$ cat src/rtl/matmul_pkg.sv
// Shared types and constants for the 3x3 matrix-multiply controller.
package matmul_pkg;

   localparam int N             = 3;
   localparam int ELEMS         = 9;
   localparam int MAC_CYCLES    = 3;
   localparam int START_TIMEOUT = 15;

   typedef enum logic [2:0] {
      S_IDLE,
      S_CLR,
      S_LOADW,
      S_LOADX,
      S_WAIT_START,
      S_ROWCLR,
      S_MAC,
      S_DONE
   } state_e;

endpackage

$ cat src/rtl/matmul_ctrl_if.sv
// Control/strobe bundle between the matmul controller and its host side.
interface matmul_ctrl_if;

   logic go;
   logic in_valid;
   logic start;
   logic abort;
   logic ldw;
   logic ldx;
   logic clear_mem;
   logic clear_mac;
   logic ld;
   logic unload1;
   logic unload2;
   logic unload3;
   logic busy;
   logic done;
   logic err;

   modport master (
      output go, in_valid, start, abort,
      input  ldw, ldx, clear_mem, clear_mac, ld,
      input  unload1, unload2, unload3, busy, done, err
   );

   modport slave (
      input  go, in_valid, start, abort,
      output ldw, ldx, clear_mem, clear_mac, ld,
      output unload1, unload2, unload3, busy, done, err
   );

endinterface

$ cat src/rtl/matmul_ctrl_counter.sv
// Wrapping up-counter: counts 0..MAX on en, clr wins, tc flags MAX.
module mod_counter #(
   parameter int W   = 4,
   parameter int MAX = 8
) (
   input  logic clk,
   input  logic rst_n,
   input  logic en,
   input  logic clr,
   output logic tc
);

   logic [W-1:0] cnt_q;
   logic [W-1:0] cnt_d;

   assign tc = (cnt_q == W'(MAX));

   always_comb begin
      cnt_d = cnt_q;
      if (clr) begin
         cnt_d = '0;
      end else if (en) begin
         cnt_d = tc ? '0 : cnt_q + 1'b1;
      end
   end

   always_ff @(posedge clk or negedge rst_n) begin
      if (!rst_n) cnt_q <= '0;
      else        cnt_q <= cnt_d;
   end

endmodule

$ cat src/rtl/matmul_ctrl.sv
// Sequencer for load/clear/MAC/unload of a 3x3 matmul; no datapath.
module matmul_ctrl
   import matmul_pkg::*;
(
   input  logic          clk,
   input  logic          rst_n,
   matmul_ctrl_if.slave  bus
);

   state_e     state_q, state_d;
   logic [1:0] row_q, row_d;
   logic       err_q, err_d;

   logic loading;
   logic elem_en, elem_clr, elem_tc;
   logic k_en, k_clr, k_tc;
   logic to_en, to_clr, to_tc;

   assign loading  = (state_q == S_LOADW) || (state_q == S_LOADX);
   assign elem_en  = loading && bus.in_valid;
   assign elem_clr = bus.abort || !loading;
   assign k_en     = (state_q == S_MAC);
   assign k_clr    = bus.abort || !k_en;
   assign to_en    = (state_q == S_WAIT_START);
   assign to_clr   = bus.abort || !to_en || bus.start;

   mod_counter #(.W(4), .MAX(ELEMS - 1)) u_elem (
      .clk(clk), .rst_n(rst_n), .en(elem_en), .clr(elem_clr), .tc(elem_tc)
   );

   mod_counter #(.W(2), .MAX(MAC_CYCLES - 1)) u_k (
      .clk(clk), .rst_n(rst_n), .en(k_en), .clr(k_clr), .tc(k_tc)
   );

   mod_counter #(.W(4), .MAX(START_TIMEOUT - 1)) u_to (
      .clk(clk), .rst_n(rst_n), .en(to_en), .clr(to_clr), .tc(to_tc)
   );

   always_comb begin
      state_d = state_q;
      row_d   = row_q;
      err_d   = err_q;
      if (bus.abort) begin
         state_d = S_IDLE;
         row_d   = '0;
      end else begin
         unique case (state_q)
            S_IDLE: begin
               if (bus.go) begin
                  state_d = S_CLR;
                  err_d   = 1'b0;
               end
            end
            S_CLR:   state_d = S_LOADW;
            S_LOADW: if (elem_en && elem_tc) state_d = S_LOADX;
            S_LOADX: if (elem_en && elem_tc) state_d = S_WAIT_START;
            S_WAIT_START: begin
               if (bus.start) begin
                  state_d = S_ROWCLR;
                  row_d   = 2'd1;
               end else if (to_tc) begin
                  state_d = S_IDLE;
                  err_d   = 1'b1;
               end
            end
            S_ROWCLR: state_d = S_MAC;
            S_MAC: begin
               // k wraps on its own, so the next row starts at k=0
               if (k_tc) begin
                  if (row_q == 2'(N)) begin
                     state_d = S_DONE;
                  end else begin
                     state_d = S_ROWCLR;
                     row_d   = row_q + 2'd1;
                  end
               end
            end
            S_DONE: begin
               state_d = S_IDLE;
               row_d   = '0;
            end
            default: state_d = S_IDLE;
         endcase
      end
   end

   always_ff @(posedge clk or negedge rst_n) begin
      if (!rst_n) begin
         state_q <= S_IDLE;
         row_q   <= '0;
         err_q   <= 1'b0;
      end else begin
         state_q <= state_d;
         row_q   <= row_d;
         err_q   <= err_d;
      end
   end

   assign bus.ldw       = (state_q == S_LOADW) && bus.in_valid;
   assign bus.ldx       = (state_q == S_LOADX) && bus.in_valid;
   assign bus.clear_mem = (state_q == S_CLR);
   assign bus.clear_mac = (state_q == S_CLR) || (state_q == S_ROWCLR);
   assign bus.ld        = (state_q == S_MAC);
   assign bus.unload1   = (state_q == S_MAC) && (row_q == 2'd1);
   assign bus.unload2   = (state_q == S_MAC) && (row_q == 2'd2);
   assign bus.unload3   = (state_q == S_MAC) && (row_q == 2'd3);
   assign bus.busy      = (state_q != S_IDLE);
   assign bus.done      = (state_q == S_DONE);
   assign bus.err       = err_q;

endmodule

$ cat src/flat_wrapper.sv
// flat-port wrapper written by rule: the top's interface ports become plain ports
module matmul_ctrl_flat import matmul_pkg::*;
  (clk, rst_n, bus_go, bus_in_valid, bus_start, bus_abort, bus_ldw, bus_ldx, bus_clear_mem, bus_clear_mac, bus_ld, bus_unload1, bus_unload2, bus_unload3, bus_busy, bus_done, bus_err);
  matmul_ctrl_if bus_i ();
  input  logic clk;
  input  logic rst_n;
  input wire logic [$bits(bus_i.go)-1:0] bus_go;
  input wire logic [$bits(bus_i.in_valid)-1:0] bus_in_valid;
  input wire logic [$bits(bus_i.start)-1:0] bus_start;
  input wire logic [$bits(bus_i.abort)-1:0] bus_abort;
  output wire logic [$bits(bus_i.ldw)-1:0] bus_ldw;
  output wire logic [$bits(bus_i.ldx)-1:0] bus_ldx;
  output wire logic [$bits(bus_i.clear_mem)-1:0] bus_clear_mem;
  output wire logic [$bits(bus_i.clear_mac)-1:0] bus_clear_mac;
  output wire logic [$bits(bus_i.ld)-1:0] bus_ld;
  output wire logic [$bits(bus_i.unload1)-1:0] bus_unload1;
  output wire logic [$bits(bus_i.unload2)-1:0] bus_unload2;
  output wire logic [$bits(bus_i.unload3)-1:0] bus_unload3;
  output wire logic [$bits(bus_i.busy)-1:0] bus_busy;
  output wire logic [$bits(bus_i.done)-1:0] bus_done;
  output wire logic [$bits(bus_i.err)-1:0] bus_err;
  assign bus_i.go = bus_go;
  assign bus_i.in_valid = bus_in_valid;
  assign bus_i.start = bus_start;
  assign bus_i.abort = bus_abort;
  assign bus_ldw = bus_i.ldw;
  assign bus_ldx = bus_i.ldx;
  assign bus_clear_mem = bus_i.clear_mem;
  assign bus_clear_mac = bus_i.clear_mac;
  assign bus_ld = bus_i.ld;
  assign bus_unload1 = bus_i.unload1;
  assign bus_unload2 = bus_i.unload2;
  assign bus_unload3 = bus_i.unload3;
  assign bus_busy = bus_i.busy;
  assign bus_done = bus_i.done;
  assign bus_err = bus_i.err;
  matmul_ctrl u_core (.clk(clk), .rst_n(rst_n), .bus(bus_i));
endmodule
$ cat config.mk
export PLATFORM = sky130hd
export DESIGN_NAME = matmul_ctrl_flat
export DESIGN_NICKNAME = d
export VERILOG_FILES = /design/src/rtl/matmul_pkg.sv /design/src/rtl/matmul_ctrl_if.sv /design/src/rtl/matmul_ctrl_counter.sv /design/src/rtl/matmul_ctrl.sv /design/src/flat_wrapper.sv
export SDC_FILE = /design/constraint.sdc
export NUM_CORES = 1
export LEC_CHECK = 0
export CAP_MARGIN = 20
export CORE_MARGIN = 2
export CORE_UTILIZATION = 45
export CTS_CLUSTER_DIAMETER = 80
export DETAILED_ROUTE_END_ITERATION = 12
export DONT_BUFFER_PORTS = 1
export SYNTH_ARGS = -nofsm -noshare
export SYNTH_HDL_FRONTEND = slang
export SYNTH_SLANG_ARGS = --single-unit
$ cat constraint.sdc
create_clock -name clk -period 2.2 [get_ports clk]
set_input_delay 0.22 -clock clk [delete_from_list [all_inputs] [get_ports clk]]
set_output_delay 0.22 -clock clk [all_outputs]
set_load 0.005 [all_outputs]
==> summary.md, run 1 <==
| Metric | Value |
|---|---|
| Status | `completed` |
| Slew Limit Fails | `0` |
| Total GRT Usage | `16.0%` |
| H-tree depth | `1` |
| Final period util | `roughly 80%` |
| Drt total wl | `1820 um` |
| Syn-to-layout area delta | `5.85%` |
| First-pass GRT wire length | `3230 um` |
| Min-delay worst type | `in -> reg` |
| I/O pin cnt | `17` |
| Sw Share | `around a third` |
| Main synth FF type | `dfrtp_1` |
| Crit end category | `flip-flop` |
| Critical Path Max Stage Delay | `550 ps` |
| Critical path buffers and inverters | `0` |
| Sw Pwr | `between 0.2 and 0.3 mW` |
| Post-Syn Instances | `110` |
| Antenna cell count | `0` |
| Die ar. | `0.00268 mm2` |
| Logic gate share of total power | `31.7%` |
| Worst IR Drop VDD | `332 uV` |
| First drt pass iteration count | `4` |
| #FFs+latches synth | `16` |
| Total gr overflow | `0` |
| Antenna Nets Post-Route | `0` |
| Buffer depth of the longest clock path | `2` |
| Layout cell share with drive strength beyond 1 | `roughly a tenth` |
| Internal | `0.528 mW` |
| Startpoint types | `flip-flop` |
| Post-DP HPWL | `1430 um` |
| Via count | `about 770` |
| Clock Latency Late Sink | `280 ps` |
| Largest net degree at the start of global routing | `17` |
| Worst Path Required | `~2400 ps` |
| Vias per cell | `5.51` |
| Post-synthesis async set-or-reset flop share | `100%` |
| Unrepaired setup endpoints after global routing | `no` |
| Root buf cell | `clkbuf_4` |
| Max-slew headroom | `about 53%` |
| Worst path top cell family by delay | `simple AND/OR/NAND/NOR gates` |
| Worst path cell trace | `or3b_1, a41oi_4, nor3b_1, a221o_1` |
| Critical path class | `reg -> reg` |
| CP arrival | `1930 ps` |
| Number of flops mapped to enable cells by yosys | `0` |
| Leakage | `0.467 nW` |
| Row cnt | `17` |
| FMAX | `0.568 GHz` |
| CTS tree | `yes` |
| Seq/Total Area, Yosys | `39.0%` |
| Clock sink total | `16` |
| Layout Nets | `126` |
| Synth Area per Inst | `9.34 um2` |
| Die Ht | `51.8 um` |
| Initial antenna violation count | `0` |
| Slowest CP cell | `dfrtp_1` |
| Initial core utilization | `46.9%` |
| Post-Syn Area | `approximately 0.0010 mm2` |
| Worst Tran Pin Value | `707 ps` |
| Critical Path Fanout Max | `12` |
| Max cap viols | `0` |
| R2R setup slack | `roughly 440 ps` |
| Synth Net Count | `123` |
| Reg power frac | `45.1%` |
| DRT iter0 DRCs | `16` |
| PortBufs | `0` |
| Final Setup Violations | `0` |
| Commonest non-fill, non-tap cells in the layout | `dfrtp_1, nor2_1, inv_1, ha_1` |
| WL/cell | `13.0 um` |
| Post-route minimum period | `1760 ps` |
| Total power | `0.809 mW` |
| GPL Wtd Cong | `0.746` |
| Total negative setup slack | `0 ps` |
| Hold Fails Final Rpt | `0` |
| CORE AREA | `~0.0022 mm2` |
| Worst-path clk slew | `90 ps` |
| Vias in the first global route | `733` |
| Post-synth cell types | `41` |
| Die X | `51.8 um` |
| Clk_skew | `3.32 ps` |
| Synth warn | `0` |
| Drc violations | `0` |
| Num CTS Buffers | `3` |
| PwrDens | `744 mW/mm2` |
| Clock Power Share | `a little under a quarter` |
| Commonest non-fill, non-tap cell in the layout | `dfrtp_1` |
[per-layer routing]
metal / up-vias / share of wire, % / global-route usage [%] / wire, um
li1: 387 / - / - / -
met1: 360 / 50 / 22.0 / 905
met2: 22 / 44 / 25.2 / 802
met3: 2 / 5.5 / 2.30 / 100
met4: 0 / 0.55 / 6.58 / 10
met5: - / 0 / 0 / 0
[Yosys cell counts, drive strengths merged (2+ instances only)]
master	count	area, um2
o21ai	7	35.0
inv	10	37.5
a21oi	4	20.0
nand3	2	10.0
or3	3	18.8
or3b	3	28.8
dfrtp	16	400
nor2	13	48.8
nor2b	2	12.5
nor3	3	15.0
buf	4	35.0
nor3b	2	15.0
nand2	6	22.5
nand2b	3	21.3
nor4b	2	17.5
ha	7	87.6
and2	4	25.0
[worst register-to-register path: stages (launching register included)]
cell     delay [ps]
dfrtp_1         550
or3b_1          520
a41oi_4         250
nor3b_1          80
a221o_1         260
[power by group through the flow]
stage	clock network (mW)	registers, mW	logic (mW)
4_1_cts	0.198	0.364	0.256
3_3_place_gp	0	0.365	0.245
3_5_place_dp	0	0.370	0.246
2_1_floorplan	0	0.348	0.229
6_report	0.187	0.365	0.256
5_1_grt	0.211	0.371	0.288
[flip-flops by register name (all words and copies together), names as in the netlist]
register	count
u_core.bus.err	1
u_core.row_q	2
u_core.state_q	3
u_core.u_elem.cnt_q	4
u_core.u_k.cnt_q	2
u_core.u_to.cnt_q	4
[logic make-up after synthesis]
logic type | after synthesis | synth area share (%)
and+or+nand+nor | 48 | 26.8
AOI/OAI and AO/OA | 20 | 14.5
DFF | 16 | 39.0
buffers and inverters | 15 | 7.43
adders and majority gates | 7 | 8.53
xor gates and xnor gates | 2 | 1.71
muxes | 2 | 2.07
[through the flow]
stage | setup slack, ps | cells | instance area (um2) | util [%] | hold WS, ps
floorplan | 563 | 110 | 1030 | - | -75.6
detailed placement | 478 | 134 | 1030 | 47.1 | -75.1
global route | 334 | 140 | 1090 | 49.6 | 28.7
global placement | 495 | 134 | 1030 | 47.1 | -75.2
finish | 440 | 140 | 1090 | 49.6 | 42.9
CTS | 444 | 140 | 1090 | 49.6 | 29.5
[worst paths after layout]
check / start / end / depth (start not counted)
worst max-delay path: u_core.state_q[1] / u_core.state_q[2] / 4
worst min-delay path: bus_abort / u_core.row_q[0] / 1
worst max register to register: u_core.state_q[1] / u_core.state_q[2] / 4
worst min register to register: u_core.u_k.cnt_q[0] / u_core.u_k.cnt_q[0] / 1
max in group asynchronous: rst_n / u_core.u_elem.cnt_q[0] / 1
min in group asynchronous: rst_n / u_core.u_to.cnt_q[3] / 1
[final cells by class]
cell class | count | area [um2]
Clock buffer | 4 | 36.3
Fill cell | 210 | 1100
Sequential cell | 16 | 400
Multi-Input combinational cell | 79 | 551
Timing Repair Buffer | 3 | 27.5
Inverter | 10 | 37.5
Tap cell | 28 | 35.0
[timing repair]
item                      CTS  global route
hold endpoints to repair   18             0
hold buffers                2             0
gates resized for setup     0             0
setup buffers               0             0
(Power assumes the default switching activity.)
==> run 2, diff against run 1 <==
- clock period: 2.2 -> 1.6 ns (I/O delays scaled with it)
==> run 2 against run 1 <==
Compared with the run above:
- the run now ends with setup timing left
- core utilization rose by 6.1 points
- clock power up 7%
- final cell count is 11% higher
- highest routed layer unchanged
- power is 46% higher
==> summary.md, run 2 (synthesis results as in run 1) <==
| Metric | Value |
|---|---|
| Worst Slack Setup Final | `-52.6 ps (-492 ps)` |
| Max cap viols | `0 (unchanged)` |
| Die X | `51.8 um (unchanged)` |
| CP arrival | `1810 ps (-120 ps)` |
| Critical path class | `reg -> reg` |
| Layout Nets | `142 (+13%)` |
| Post-route minimum period | `1650 ps (-108 ps)` |
| Die ar. | `0.00268 mm2 (unchanged)` |
| Commonest non-fill, non-tap cells in the layout | `buf_4, dfrtp_1, nor2_1, inv_1` |
| Initial antenna violation count | `0 (unchanged)` |
| Total gr overflow | `0 (unchanged)` |
| Layout Utilization | `55.7% (+6.1 points)` |
| Worst-path clk slew | `90 ps (about the same)` |
| Slew Limit Fails | `0 (unchanged)` |
| Worst Tran Pin Value | `714 ps (+7.57 ps)` |
| Syn-to-layout area delta | `18.8%` |
| Max-slew headroom | `52.2% (-0.51 points)` |
| PwrDens | `968 mW/mm2 (+30%)` |
| GPL Wtd Cong | `0.755 (+1.2%)` |
| Critical Path Fanout Max | `2 (-10)` |
| Root buf cell | `clkbuf_4` |
| Worst Path Required | `1760 ps (-610 ps)` |
| Final period util | `103% (+23 points)` |
| Critical path buffers and inverters | `1 (+1)` |
| Initial core utilization | `46.9% (unchanged)` |
| H-tree depth | `1 (unchanged)` |
| Critical Path Max Stage Delay | `390 ps (-160 ps)` |
| CTS tree | `yes` |
| PortBufs | `0 (unchanged)` |
| Vias per cell | `5.22 (-5.2%)` |
| Clk_skew | `9.38 ps (+6.07 ps)` |
| Worst path cell trace | `inv_1, ha_2, nand3_2, or3b_4, or3b_1, a221o_1` |
| Layout cell share with drive strength beyond 1 | `25.2% (+15 points)` |
| Status | `complete, but fails checks` |
| Vias in the first global route | `759 (+3.5%)` |
| Antenna Nets Post-Route | `0 (unchanged)` |
| DRT iter0 DRCs | `14 (-2)` |
| Worst IR Drop VDD | `475 uV (+43%)` |
| Total GRT Usage | `16.6% (+0.64 points)` |
| Clock sink total | `16 (unchanged)` |
| Leakage | `0.537 nW (+15%)` |
| Num CTS Buffers | `3 (unchanged)` |
| First-pass GRT wire length | `3320 um (+2.8%)` |
| Clock Latency Late Sink | `280 ps (about the same)` |
| Crit end category | `flip-flop` |
| Slowest CP cell | `dfrtp_1` |
| Total negative setup slack | `-52.6 ps (-52.6 ps)` |
| Buffer depth of the longest clock path | `2 (unchanged)` |
| Largest net degree at the start of global routing | `17 (unchanged)` |
| WL/cell | `12.7 um (-2.6%)` |
| FMAX | `0.605 GHz (+6.5%)` |
| Regs by FF count | `u_core.u_elem.cnt_q x4, u_core.u_to.cnt_q x4, u_core.state_q x3` |
| Setup WS pre-CTS | `-20.5 ps (-499 ps)` |
| Hold Fails Final Rpt | `0 (unchanged)` |
| Via count | `809 (+4.9%)` |
| Row cnt | `17 (unchanged)` |
| R2R setup slack | `-50 ps (-490 ps)` |
| Antenna cell count | `0 (unchanged)` |
| Drc violations | `0 (unchanged)` |
| Unrepaired setup endpoints after global routing | `yes` |
| Failing checks | `setup timing` |
| First drt pass iteration count | `4 (unchanged)` |
| Drt total wl | `1960 um (+7.9%)` |
| Post-DP HPWL | `1500 um (+4.7%)` |
| Min-delay worst type | `in -> reg` |
| Startpoint types | `flip-flop` |
| Final Setup Violations | `1 (+1)` |
| Worst path top cell family by delay | `simple AND/OR/NAND/NOR gates` |
| I/O pin cnt | `17 (unchanged)` |
| Die Ht | `51.8 um (unchanged)` |
| CORE AREA | `0.00219 mm2 (unchanged)` |
-- run 2: repair_timing --
action,CTS,global route
resized for setup,2,7
hold endpoints to repair,20,0
setup endpoints to repair,3,4
buffers inserted,1,2
pin swaps,0,1
hold buffers,2,0
-- run 2: path summary, 6_finish.rpt --
| kind | from | to | depth (start not counted) |
|---|---|---|---|
| min in group asynchronous | rst_n | u_core.u_k.cnt_q[0] | 1 |
| hold / removal | bus_abort | u_core.row_q[1] | 2 |
| setup reg to reg | u_core.u_to.cnt_q[0] | u_core.state_q[2] | 6 |
| max in group asynchronous | rst_n | u_core.u_elem.cnt_q[3] | 1 |
| setup / recovery | u_core.u_to.cnt_q[0] | u_core.state_q[2] | 6 |
| hold reg to reg | u_core.u_k.cnt_q[1] | u_core.u_k.cnt_q[0] | 1 |
-- run 2: per-stage QoR --
step                hold slack [ps]  cells  instance area (um2)  power [mW]
floorplan                      -136    110                 1030       0.792
global placement               -135    147                 1130       0.932
finish                         56.1    155                 1220        1.18
detailed placement             -135    147                 1130       0.940
global route                   56.6    155                 1220        1.29
CTS                            49.2    153                 1180        1.16
-- run 2: area by class of cell --
type / instances / area, um2
fillers: 195 / 971
clock buffers: 3 / 22.5
well taps: 28 / 35.0
multi-input cells: 79 / 571
flip-flops and latches: 16 / 400
repair buffers: 19 / 151
inverters: 10 / 40.0
-- run 2: power breakdown --
| group | internal, mW | switching [mW] | total (mW) |
|---|---|---|---|
| logic | 0.243 | 0.261 | 0.504 |
| clock network | 0.0872 | 0.114 | 0.201 |
| registers | 0.441 | 0.0346 | 0.476 |
| total | 0.772 | 0.409 | 1.18 |
-- run 2: per-layer routing --
metal / share of wire (%) / global-route usage, % / wire length (um)
met5: 0 / 0 / 0
met2: 44 / 25.9 / 861
met1: 51 / 22.9 / 995
met4: 1.3 / 7.89 / 26
met3: 3.9 / 2.01 / 77
==> run 3, diff against run 2 <==
- PLACE_DENSITY: default -> 0.72
- SYNTH_HIERARCHICAL: default -> 1
==> run 3 against run 2 <==
Compared with the run above:
- the run still ends with setup timing left
- critical path depth down 1
- register-to-register slack better by 40 ps
- clock power up 6%
- setup slack better by 36 ps
- via count up 33%
- sequential power up 13%
- global-route usage up 1.8 points
- synthesized area up 10%
- routed wire length up 45%
==> summary.md, run 3 <==
| Metric | Value |
|---|---|
| Row cnt | `18 (+1)` |
| Critical Path Max Stage Delay | `480 ps (+90 ps)` |
| Layout Utilization | `57.9% (+2.2 points)` |
| First drt pass iteration count | `4 (unchanged)` |
| Sw Share | `38.8% (+4.1 points)` |
| Reg2Reg Launch Point | `u_core/row_q[1]` |
| Initial core utilization | `46.5% (-0.44 points)` |
| Post-synth top area cell | `dfrtp_1` |
| Synth top cells by count | `dfrtp_1, a21oi_1, nand2_1, nor2_1, inv_1` |
| Antenna cell count | `0 (unchanged)` |
| Reg power frac | `33.6% (-6.7 points)` |
| Post-route minimum period | `1620 ps (-35.5 ps)` |
| Failing checks | `setup timing` |
| Total power | `1.60 mW (+35%)` |
| Clock sink total | `16 (unchanged)` |
| Worst-path clk slew | `90 ps (about the same)` |
| Post-synthesis async set-or-reset flop share | `100% (unchanged)` |
| Worst Path Required | `1780 ps (+20 ps)` |
| Slowest CP cell | `or4b_1` |
| Logic gate share of total power | `53.0% (+10 points)` |
| Largest net degree at the start of global routing | `17 (unchanged)` |
| Die Ht | `54.1 um (+4.5%)` |
| Internal | `0.977 mW (+27%)` |
| FF-to-FF path depth | `5 (-1)` |
| Layout cell share with drive strength beyond 1 | `32.0% (+6.8 points)` |
| CTS tree | `yes` |
| FMAX | `0.618 GHz (+2.2%)` |
| Top-count cell post-synth | `dfrtp_1` |
| Critical path class | `reg -> reg` |
| CP arrival | `1800 ps (about the same)` |
| Commonest non-fill, non-tap cells in the layout | `buf_4, a21oi_1, dfrtp_1, nand2_1, nor2_1` |
| Synth warn | `6 (+6)` |
| Final cell count without fillers | `183 (+18%)` |
| Crit end category | `flip-flop` |
| Total GRT Usage | `18.4% (+1.8 points)` |
| Status | `complete, but fails checks` |
| Regs by FF count | `u_core/u_elem/cnt_q x4, u_core/u_to/cnt_q x4, u_core/state_q x3` |
| CORE AREA | `0.00243 mm2 (+11%)` |
| Drt total wl | `2850 um (+45%)` |
| Startpoint types | `flip-flop` |
| Min-delay worst type | `in -> reg` |
| Num CTS Buffers | `3 (unchanged)` |
| Total gr overflow | `0 (unchanged)` |
| GPL Wtd Cong | `0.845 (+12%)` |
| Initial antenna violation count | `0 (unchanged)` |
| Critical Path Fanout Max | `3 (+1)` |
| Hold path cells | `3 (+1)` |
| Final Setup Violations | `2 (+1)` |
| Final instance area | `0.00141 mm2 (+15%)` |
| Worst IR Drop VDD | `801 uV (+69%)` |
| Post-Syn Instances | `131 (+19%)` |
| First-pass GRT wire length | `3910 um (+18%)` |
| R2R setup slack | `-20 ps (+40 ps)` |
| Worst Slack Setup Final | `-17.1 ps (+35.5 ps)` |
| Worst path cell trace | `ha_2, nor2b_1, o21ai_1, or4b_1, o211a_1` |
| Area after DPL | `0.00121 mm2 (+7.0%)` |
| Number of flops mapped to enable cells by yosys | `0 (unchanged)` |
| Cell total after placement | `165 (+12%)` |
| Vias in the first global route | `920 (+21%)` |
| Buffer depth of the longest clock path | `2 (unchanged)` |
| Die ar. | `0.00293 mm2 (+9.2%)` |
| Final period util | `101% (-2.2 points)` |
| Sw Pwr | `0.619 mW (+51%)` |
| Leakage | `0.592 nW (+10%)` |
| Unrepaired setup endpoints after global routing | `yes` |
| H-tree depth | `1 (unchanged)` |
| Total negative setup slack | `-33.9 ps (+18.7 ps)` |
| PortBufs | `0 (unchanged)` |
| Die X | `54.1 um (+4.5%)` |
| Post-Syn Area | `0.00113 mm2 (+10%)` |
| Setup WS pre-CTS | `-8.30 ps (+12.2 ps)` |
| Max cap viols | `0 (unchanged)` |
| Fin Hold WS | `40.5 ps (-15.5 ps)` |
| Layout Nets | `168 (+18%)` |
| DRT iter0 DRCs | `24 (+10)` |
| Synth Net Count | `144 (+17%)` |
| Vias per cell | `5.87 (+13%)` |
| Clock Power Share | `13.4% (-3.6 points)` |
| Via count | `1075 (+33%)` |
| Worst setup path start | `u_core/row_q[1]` |
| Commonest non-fill, non-tap cell in the layout | `buf_4` |
| Synth Area per Inst | `8.62 um2 (-7.6%)` |
| Worst Tran Pin Value | `752 ps (+37.3 ps)` |
| Drc violations | `0 (unchanged)` |
| Ranking of synthesized cells by area | `dfrtp_1, ha_1, a21oi_1` |
| #FFs+latches synth | `16 (unchanged)` |
| Antenna Nets Post-Route | `0 (unchanged)` |
| Post-synth top area share | `35.4% (-3.5 points)` |
| PwrDens | `1130 mW/mm2 (+17%)` |
| Syn-to-layout area delta | `24.6%` |
| Max-slew headroom | `49.7% (-2.5 points)` |
| Main synth FF type | `dfrtp_1` |
| Root buf cell | `clkbuf_4` |
| Clock Latency Late Sink | `290 ps (about the same)` |
| Hold Fails Final Rpt | `0 (unchanged)` |
| Post-DP HPWL | `1820 um (+22%)` |
| I/O pin cnt | `17 (unchanged)` |
| Seq/Total Area, Yosys | `35.4% (-3.5 points)` |
| WL/cell | `15.6 um (+23%)` |
| Slew Limit Fails | `0 (unchanged)` |
| Post-synth cell types | `35 (-15%)` |
| Reg2reg end | `u_core/row_q[0]` |
| CP Capture Point | `u_core/row_q[0]` |
| Clk_skew | `4.56 ps (-4.83 ps)` |
## run 3: cell count changes after synthesis, moves of 2 or more
cell,delta
a21oi_1,+9
nand2_1,+7
nand2b_1,+2
o211ai_1,+2
and3_4,+2
mux2i_1,+4
o21ai_0,-2
nor4b_1,-2
a21oi_2,+2
a31oi_1,+2
## run 3: logic make-up after synthesis
logic type	Yosys count	synth area share, %
AO/OA/AOI/OAI	31	17.6
flip-flops	16	35.4
buffers and inverters	15	7.09
adder cells (fa/ha/maj)	7	7.75
AND/OR/NAND/NOR	57	27.7
multiplexers	5	4.43
## run 3: critical path: cells and delay by family (launching register included)
kind                       cells  cell delay [ps]
and+or+nand+nor                2              650
DFF                            1              420
AOI/OAI and AO/OA              2              250
adders and majority gates      1              190
## run 3: final cells by class
class / instances / area (um2)
Timing Repair Buffer: 25 / 200
Inverter: 9 / 37.5
Clock buffer: 3 / 22.5
Fill cell: 212 / 1020
Multi-Input combinational cell: 100 / 704
Sequential cell: 16 / 405
Tap cell: 30 / 37.5
## run 3: power by group through the flow
stage	Sequential (mW)	Combinational, mW	Clock (mW)
CTS	0.550	0.648	0.224
finish	0.536	0.846	0.214
floorplan	0.474	0.519	0
global route	0.542	0.913	0.237
global placement	0.548	0.549	0
detailed placement	0.552	0.565	0
## run 3: what timing repair did
| action | 4_1_cts | 5_1_grt |
|---|---|---|
| gates resized for setup | 4 | 17 |
| hold buffers | 2 | 0 |
| endpoints found under the hold margin | 18 | 0 |
| buffers inserted | 3 | 10 |
| pin swaps | 0 | 4 |
| endpoints found under the setup margin | 5 | 9 |
## run 3: metal layers
| layer | wire length (um) | track usage, % |
|---|---|---|
| met1 | 1260 | 22.1 |
| met2 | 1380 | 32.7 |
| met3 | 120 | 3.33 |
| met4 | 86 | 6.25 |
| met5 | 0 | 0 |
## run 3: worst min-delay path by stage
stage                     slack, ps                     end  startpoint
after global routing             50         u_core/row_q[1]   bus_abort
after CTS                        30         u_core/row_q[1]   bus_abort
final                            40         u_core/row_q[1]   bus_abort
after floorplan                -140          u_core/bus.err       rst_n
after global placement         -140  u_core/u_elem/cnt_q[3]       rst_n
after detailed placement       -140  u_core/u_elem/cnt_q[3]       rst_n
